File: src/rtl/pipe_stage_reg.sv
// Generic inter-stage pipeline register with valid/ready handshake, flush and bubble gating.
// SKID=1 adds a second entry so in_ready comes from registered state only.
module pipe_stage_reg #(
  parameter int unsigned DATA_W     = 96,
  parameter int unsigned CTRL_W     = 8,
  parameter int unsigned SKID       = 1,
  parameter int unsigned CLEAR_DATA = 0
) (
  input  logic              clk,
  input  logic              rst,
  input  logic              flush,
  input  logic              in_valid,
  output logic              in_ready,
  input  logic [DATA_W-1:0] in_data,
  input  logic [CTRL_W-1:0] in_ctrl,
  output logic              out_valid,
  input  logic              out_ready,
  output logic [DATA_W-1:0] out_data,
  output logic [CTRL_W-1:0] out_ctrl,
  output logic [1:0]        occupancy
);

  typedef enum logic [1:0] {
    ST_EMPTY = 2'd0,
    ST_ONE   = 2'd1,
    ST_FULL  = 2'd2
  } state_t;

  state_t            r_state;
  state_t            w_next_state;
  logic [DATA_W-1:0] r_main_data;
  logic [CTRL_W-1:0] r_main_ctrl;
  logic [DATA_W-1:0] r_skid_data;
  logic [CTRL_W-1:0] r_skid_ctrl;

  logic w_out_valid;
  logic w_in_ready;
  logic w_accept;
  logic w_pop;
  logic w_load_main_in;
  logic w_load_main_skid;
  logic w_load_skid;

  assign w_out_valid = (r_state != ST_EMPTY);
  // Skid mode decouples in_ready from out_ready; single-entry mode passes it through.
  assign w_in_ready  = (SKID != 0) ? (r_state != ST_FULL) : (!w_out_valid || out_ready);
  assign w_accept    = in_valid && w_in_ready;
  assign w_pop       = w_out_valid && out_ready;

  always_ff @(posedge clk or posedge rst) begin
    if (rst) begin
      r_state <= ST_EMPTY;
    end else begin
      r_state <= w_next_state;
    end
  end

  always_comb begin
    w_next_state     = r_state;
    w_load_main_in   = 1'b0;
    w_load_main_skid = 1'b0;
    w_load_skid      = 1'b0;
    case (r_state)
      ST_EMPTY: begin
        if (w_accept) begin
          w_next_state   = ST_ONE;
          w_load_main_in = 1'b1;
        end
      end
      ST_ONE: begin
        if (w_accept && w_pop) begin
          w_load_main_in = 1'b1;
        end else if (w_accept && (SKID != 0)) begin
          w_next_state = ST_FULL;
          w_load_skid  = 1'b1;
        end else if (w_pop) begin
          w_next_state = ST_EMPTY;
        end
      end
      ST_FULL: begin
        if (w_pop) begin
          w_next_state     = ST_ONE;
          w_load_main_skid = 1'b1;
        end
      end
      default: w_next_state = ST_EMPTY;
    endcase
    if (flush) begin
      w_next_state     = ST_EMPTY;
      w_load_main_in   = 1'b0;
      w_load_main_skid = 1'b0;
      w_load_skid      = 1'b0;
    end
  end

  always_ff @(posedge clk or posedge rst) begin
    if (rst) begin
      r_main_data <= '0;
      r_main_ctrl <= '0;
      r_skid_data <= '0;
      r_skid_ctrl <= '0;
    end else if (flush) begin
      if (CLEAR_DATA != 0) begin
        r_main_data <= '0;
        r_main_ctrl <= '0;
        r_skid_data <= '0;
        r_skid_ctrl <= '0;
      end
    end else begin
      if (w_load_main_in) begin
        r_main_data <= in_data;
        r_main_ctrl <= in_ctrl;
      end else if (w_load_main_skid) begin
        r_main_data <= r_skid_data;
        r_main_ctrl <= r_skid_ctrl;
      end
      if (w_load_skid) begin
        r_skid_data <= in_data;
        r_skid_ctrl <= in_ctrl;
      end
    end
  end

  assign in_ready  = w_in_ready;
  assign out_valid = w_out_valid;
  assign out_data  = r_main_data;
  // A bubble must never present a live write enable downstream.
  assign out_ctrl  = w_out_valid ? r_main_ctrl : '0;
  assign occupancy = r_state;

endmodule

File: config.mk
export PLATFORM = sky130hd
export DESIGN_NAME = pipe_stage_reg
export DESIGN_NICKNAME = d
export VERILOG_FILES = /design/src/rtl/pipe_stage_reg.sv
export SDC_FILE = /design/constraint.sdc
export NUM_CORES = 1
export LEC_CHECK = 0
export ABC_CLOCK_PERIOD_IN_PS = 22800
export CORE_ASPECT_RATIO = 1.1
export CORE_UTILIZATION = 25
export CTS_BUF_LIST = sky130_fd_sc_hd__clkbuf_4 sky130_fd_sc_hd__clkbuf_8
export CTS_CLUSTER_DIAMETER = 80
export DETAILED_ROUTE_END_ITERATION = 12
export SETUP_SLACK_MARGIN = 0.02
export SLEW_MARGIN = 10
export SYNTH_ARGS = -nofsm -noshare
export SYNTH_HDL_FRONTEND = slang
export SYNTH_SLANG_ARGS = --single-unit
File: constraint.sdc
create_clock -name clk -period 22.8 [get_ports clk]
set_input_delay 4.56 -clock clk [delete_from_list [all_inputs] [get_ports clk]]
set_output_delay 4.56 -clock clk [all_outputs]
set_load 0.05 [all_outputs]
Yosys cells after proc, flatten, opt, wreduce, memory -nomap -nowiden
Index checks and enable logic that the tools add are counted.
{ "word_totals": {"output_inout_bits": 108, "input_bits": 109, "word_cells": 44, "reg_bits": 210} }
{ "op_classes": {"muxes": 22, "bitwise_logic": 1, "eq_ne": 7, "n_reduce_logical": 9} }
{ "op_table": {"columns": ["operator", "count"], "rows": [
  ["$mux W96", 2],
  ["$mux W8", 3],
  ["$mux W2", 6],
  ["$mux W1", 9],
  ["$ne A3 B3 Y1 const B", 3],
  ["$pmux W2 S3", 1],
  ["$ne A4 B4 Y1 const B", 1],
  ["$reduce_and A2 Y1", 2],
  ["$reduce_and A4 Y1", 1],
  ["$reduce_bool A2 Y1", 2],
  ["$logic_and A1 B1 Y1", 3],
  ["$eq A2 B1 Y1 const B", 1],
  ["$eq A2 B2 Y1 const B", 1],
  ["$logic_not A2 Y1", 1],
  ["$ne A2 B2 Y1 const B", 1],
  ["$pmux W1 S2", 1],
  ["$not A1 Y1", 1]
]} }

Logic depth before layout (Yosys ltp)
{ "depth": {"depth_word": 8, "ltp_mapped": 6, "depth_no_buf": 3} }

Worst setup path after synthesis
No wires, ideal clock.
{ "synth_timing": {"path_type": "reg-to-output", "start": "register r_state[1], in the netlist occupancy[1]", "end": "output port out_ctrl[0]", "path_slack_ns": 16.553, "required_time_ns": 18.240, "arrival_ns": 1.687, "path_stages_with_launch": 3, "cell_sequence": "dfrtp_1 nor2_1 nor2b_1"} }
{ "synth_via": {"elab_chain_cells": 2} }
{ "synth_rtl": {"columns": ["item", "line_no", "rtl"], "rows": [
  ["start, declared", "29", "state_t r_state;"],
  ["start signal, assigned", "54", "r_state <= w_next_state;"],
  ["$reduce_bool A2 Y1", "44", "assign w_out_valid = (r_state != ST_EMPTY);"],
  ["$mux W8", "128", "assign out_ctrl = w_out_valid ? r_main_ctrl : '0;"],
  ["end, declared", "19", "output logic [CTRL_W-1:0] out_ctrl,"]
]} }
No other way between the ends.

Worst setup path in the final report
{ "layout_timing": {"start": "input port out_ready", "end": "register r_main_data[93], in the netlist out_data[93]"} }
{ "layout_via": {"elab_chain_cells": 7, "word_cells_on_any_way": 11} }
{ "layout_rtl": {"columns": ["item", "line_no", "rtl"], "rows": [
  ["start, declared", "17", "input logic out_ready,"],
  ["$logic_and A1 B1 Y1 (*)", "48", "assign w_pop = w_out_valid && out_ready;"],
  ["$logic_and A1 B1 Y1", "71", "if (w_accept && w_pop) begin"],
  ["$mux W1", "71", null],
  ["$pmux W1 S2", "63", "case (r_state)"],
  ["$mux W1", "88", "if (flush) begin"],
  ["$reduce_bool A2 Y1 (no line)", null, null],
  ["$reduce_and A2 Y1 (no line)", null, null],
  ["end signal, assigned", "111", "r_main_data <= in_data;"],
  ["end signal, assigned", "114", "r_main_data <= r_skid_data;"],
  ["end, declared", "31", "logic [DATA_W-1:0] r_main_data;"]
]} }
Every way passes the cells marked *; elsewhere a longest branch is shown, timed or not.
A chain may end at the register's enable or synchronous reset.

==> run_results.csv <==
group,metric,value,unit
setup_path,r2r_cells,5,
timing,fin_tns_setup,0,ps
placed_design,port_buffers,216,
logic_synthesis,synth_edf_count,0,
logic_synthesis,syn_inst,581,
clock_tree,cts.htree.levels,2,
power_and_ir_drop,power_density,99.6,nW/um^2
logic_synthesis,syn_avg_cell_area,16.1,um^2
global_route,grt_first_pass_wirelength,33.9,mm
min_path,hold_depth,1,
power_and_ir_drop,finalPower,1.28,mW
clock_tree,tritoncts,"built",
detailed_routing,drc_errors,0,
logic_synthesis,netlist_top_cells_count,"mux2_2, dfrtp_1, mux2_4",
final_layout,areaGrowthSynthToFinish,37.1,%
detailed_routing,met2_length,9.74,mm
setup_path,critPathMaxFanout,57,
clock_tree,cts_root_buffer,"clkbuf_8",
global_route,grt_start_max_net_pins,96,
global_route,grt_remaining_overflow,0,
timing,worst_slew_margin_rel,34.2,%
floorplan,die_h,205,um
floorplan,core,36500,um^2
global_route,antenna_found_initial,0,
logic_synthesis,synth_top_area_share,56.2,%
setup_path,worstPathArrival,7790,ps
logic_synthesis,synth_area_leaders,"dfrtp_1, mux2_2, mux2_4",
floorplan,die_area,38200,um^2
logic_synthesis,synth_nets,690,
logic_synthesis,synth.ff_latch_count,210,
final_layout,finalNetCount,922,
detailed_routing,wl_met3,1.78,mm
detailed_routing,detail_route.first_pass.iterations,4,
power_and_ir_drop,p_leak,5.40,nW
outcome,status,"complete, no violations",
floorplan,initial_core_util,25.6,%
power_and_ir_drop,vdd_drop_max,48.2,uV
setup_path,slowest_stage,"buf_4",
floorplan,io_pins,217,
detailed_routing,detail_route.wl_per_cell,16.2,um
detailed_routing,dr.max_layer_used,"met4",
final_layout,antenna_cells,0,
flow_run,cap_violations,0,
final_layout,post-route-util,35.1,%
timing,finClkSkew,17.0,ps
detailed_routing,via_count,5585,
clock_tree,cts.clk_slew.worst_paths,50,ps
final_layout,design_area,12800,um^2
logic_synthesis,yosysMostFrequentCell,"mux2_2",
logic_synthesis,synth_top_cell_by_area,"dfrtp_1",
setup_path,cp-start-kind,"input port",
setup_path,crit_type,"in -> reg",
clock_tree,cts_buffers,39,
timing,slew_violations,0,
detailed_routing,ant_nets,0,
clock_tree,cts_max_path_buffers,3,
logic_synthesis,async_reset_ff_share,100,%
clock_tree,holdBufCountCts,0,
placed_design,dp_hpwl,13.4,mm
global_route,grtUsageTotal,11.3,%
clock_tree,cts_resized,0,
setup_path,endpoint_kind,"flip-flop",
clock_tree,numClockSinks,210,
setup_path,worstPathRequired,23200,ps
final_layout,instances_no_fill,1325,
logic_synthesis,ys.flop_type,"dfrtp_1",
detailed_routing,drt-total-wl,21.4,mm
detailed_routing,drt_iter0_markers,157,
setup_path,cp_cell_sequence,"clkdlybuf4s50_1 > and4bb_4 > buf_4 > buf_4 > mux2_2 > mux2_2",
min_path,hold_class,"reg -> reg",
timing,worst_pin_slew,986,ps
logic_synthesis,synth_area,9360,um^2
timing,hold_viol,0,
clock_tree,clkLatencyLatePin,530,ps
timing,rsz0062_at_grt,"false",
floorplan,fp.dieW,186,um
clock_tree,post_cts_buffers,0,
setup_path,cpPeakStageDelay,860,ps
placed_design,dpl_cell_area,12000,um^2
timing,setup_viol,0,
detailed_routing,via_per_inst,4.22,
placed_design,gp_congestion,0.709,
timing,fmax,0.135,GHz
timing,min_period,7390,ps
logic_synthesis,synthDistinctLibCells,20,
detailed_routing,wl_met1,9.33,mm
logic_synthesis,yosysSeqAreaShare,56.2,%
placed_design,dp.cells,1259,
global_route,grt_pass1_vias,6135,
final_layout,fillers,3562,
timing,period_share,32.4,%
floorplan,rows,73,
logic_synthesis,yosys_warnings,0,
final_layout,layout-drive-gt1-share,46.8,%
[layer usage]
layer  vias up  global-route usage (%)
met3        42                    4.30
met1      2815                    14.0
met4         0                    4.37
met5         -                       0
met2       175                    17.7
li1       2553                       -
[critical path, delay by kind of cell]
| family | cells | cell delay [ps] |
|---|---|---|
| buffers and inverters | 3 | 2230 |
| muxes | 2 | 670 |
| and+or+nand+nor | 1 | 260 |
[kinds of logic after synthesis]
family	after synthesis	synth area share, %
muxes	313	40.1
DFF	210	56.2
buffers and inverters	37	2.30
and+or+nand+nor	17	1.16
AOI/OAI and AO/OA	4	0.294
[where the power goes]
| group | switching [mW] | leakage [nW] | internal (mW) | total [mW] |
|---|---|---|---|---|
| Clock | 0.154 | 0.437 | 0.225 | 0.380 |
| Combinational | 0.202 | 2.44 | 0.188 | 0.390 |
| Sequential | 0.0439 | 2.53 | 0.464 | 0.508 |
[stage by stage]
step | hold slack [ps] | setup slack (ps)
after floorplan | 474 | 12500
final | 497 | 15410
after global routing | 509 | 15290
after detailed placement | 488 | 14850
after CTS | 501 | 15460
after global placement | 481 | 14840
[path summary, 6_finish.rpt]
| check | from | endpoint | slack (ps) |
|---|---|---|---|
| min in group asynchronous | rst | out_data[30] | 4530 |
| min | r_skid_data[90] | r_skid_data[90] | 500 |
| max | out_ready | out_data[93] | 15410 |
| min reg2reg | r_skid_data[90] | r_skid_data[90] | 500 |
| max reg2reg | occupancy[0] | out_data[93] | 19540 |
| max in group asynchronous | rst | r_skid_data[73] | 16790 |
[registers in the layout, summed over array words and instances, names as in the netlist]
register     cells
r_skid_ctrl      8
r_skid_data     96
r_main_ctrl      8
out_data        96
occupancy        2
[cells in the final DEF, fill, tap and decap left out, types with 2 or more instances in the layout]
cell | netlist | layout
mux2_2 | 252 | 252
clkdlybuf4s50_1 | 0 | 216
dfrtp_1 | 210 | 210
mux2_4 | 60 | 60
clkbuf_8 | 0 | 48
clkbuf_4 | 0 | 16
buf_4 | 0 | 9
nor2b_1 | 8 | 8
nand3b_1 | 2 | 2
inv_1 | 3 | 2
nand2_1 | 2 | 2
nor2_1 | 2 | 2
[cell type report]
cell class	count	area [um^2]	area share, %
Multi-Input combinational cell	334	3900	30.4
Inverter	3	18.8	0.146
Tap cell	487	609	4.75
Timing Repair Buffer	225	2230	17.4
Clock inverter	2	35.0	0.273
Sequential cell	210	5260	41.0
Clock buffer	64	781	6.09
(Power assumes the default switching activity.)
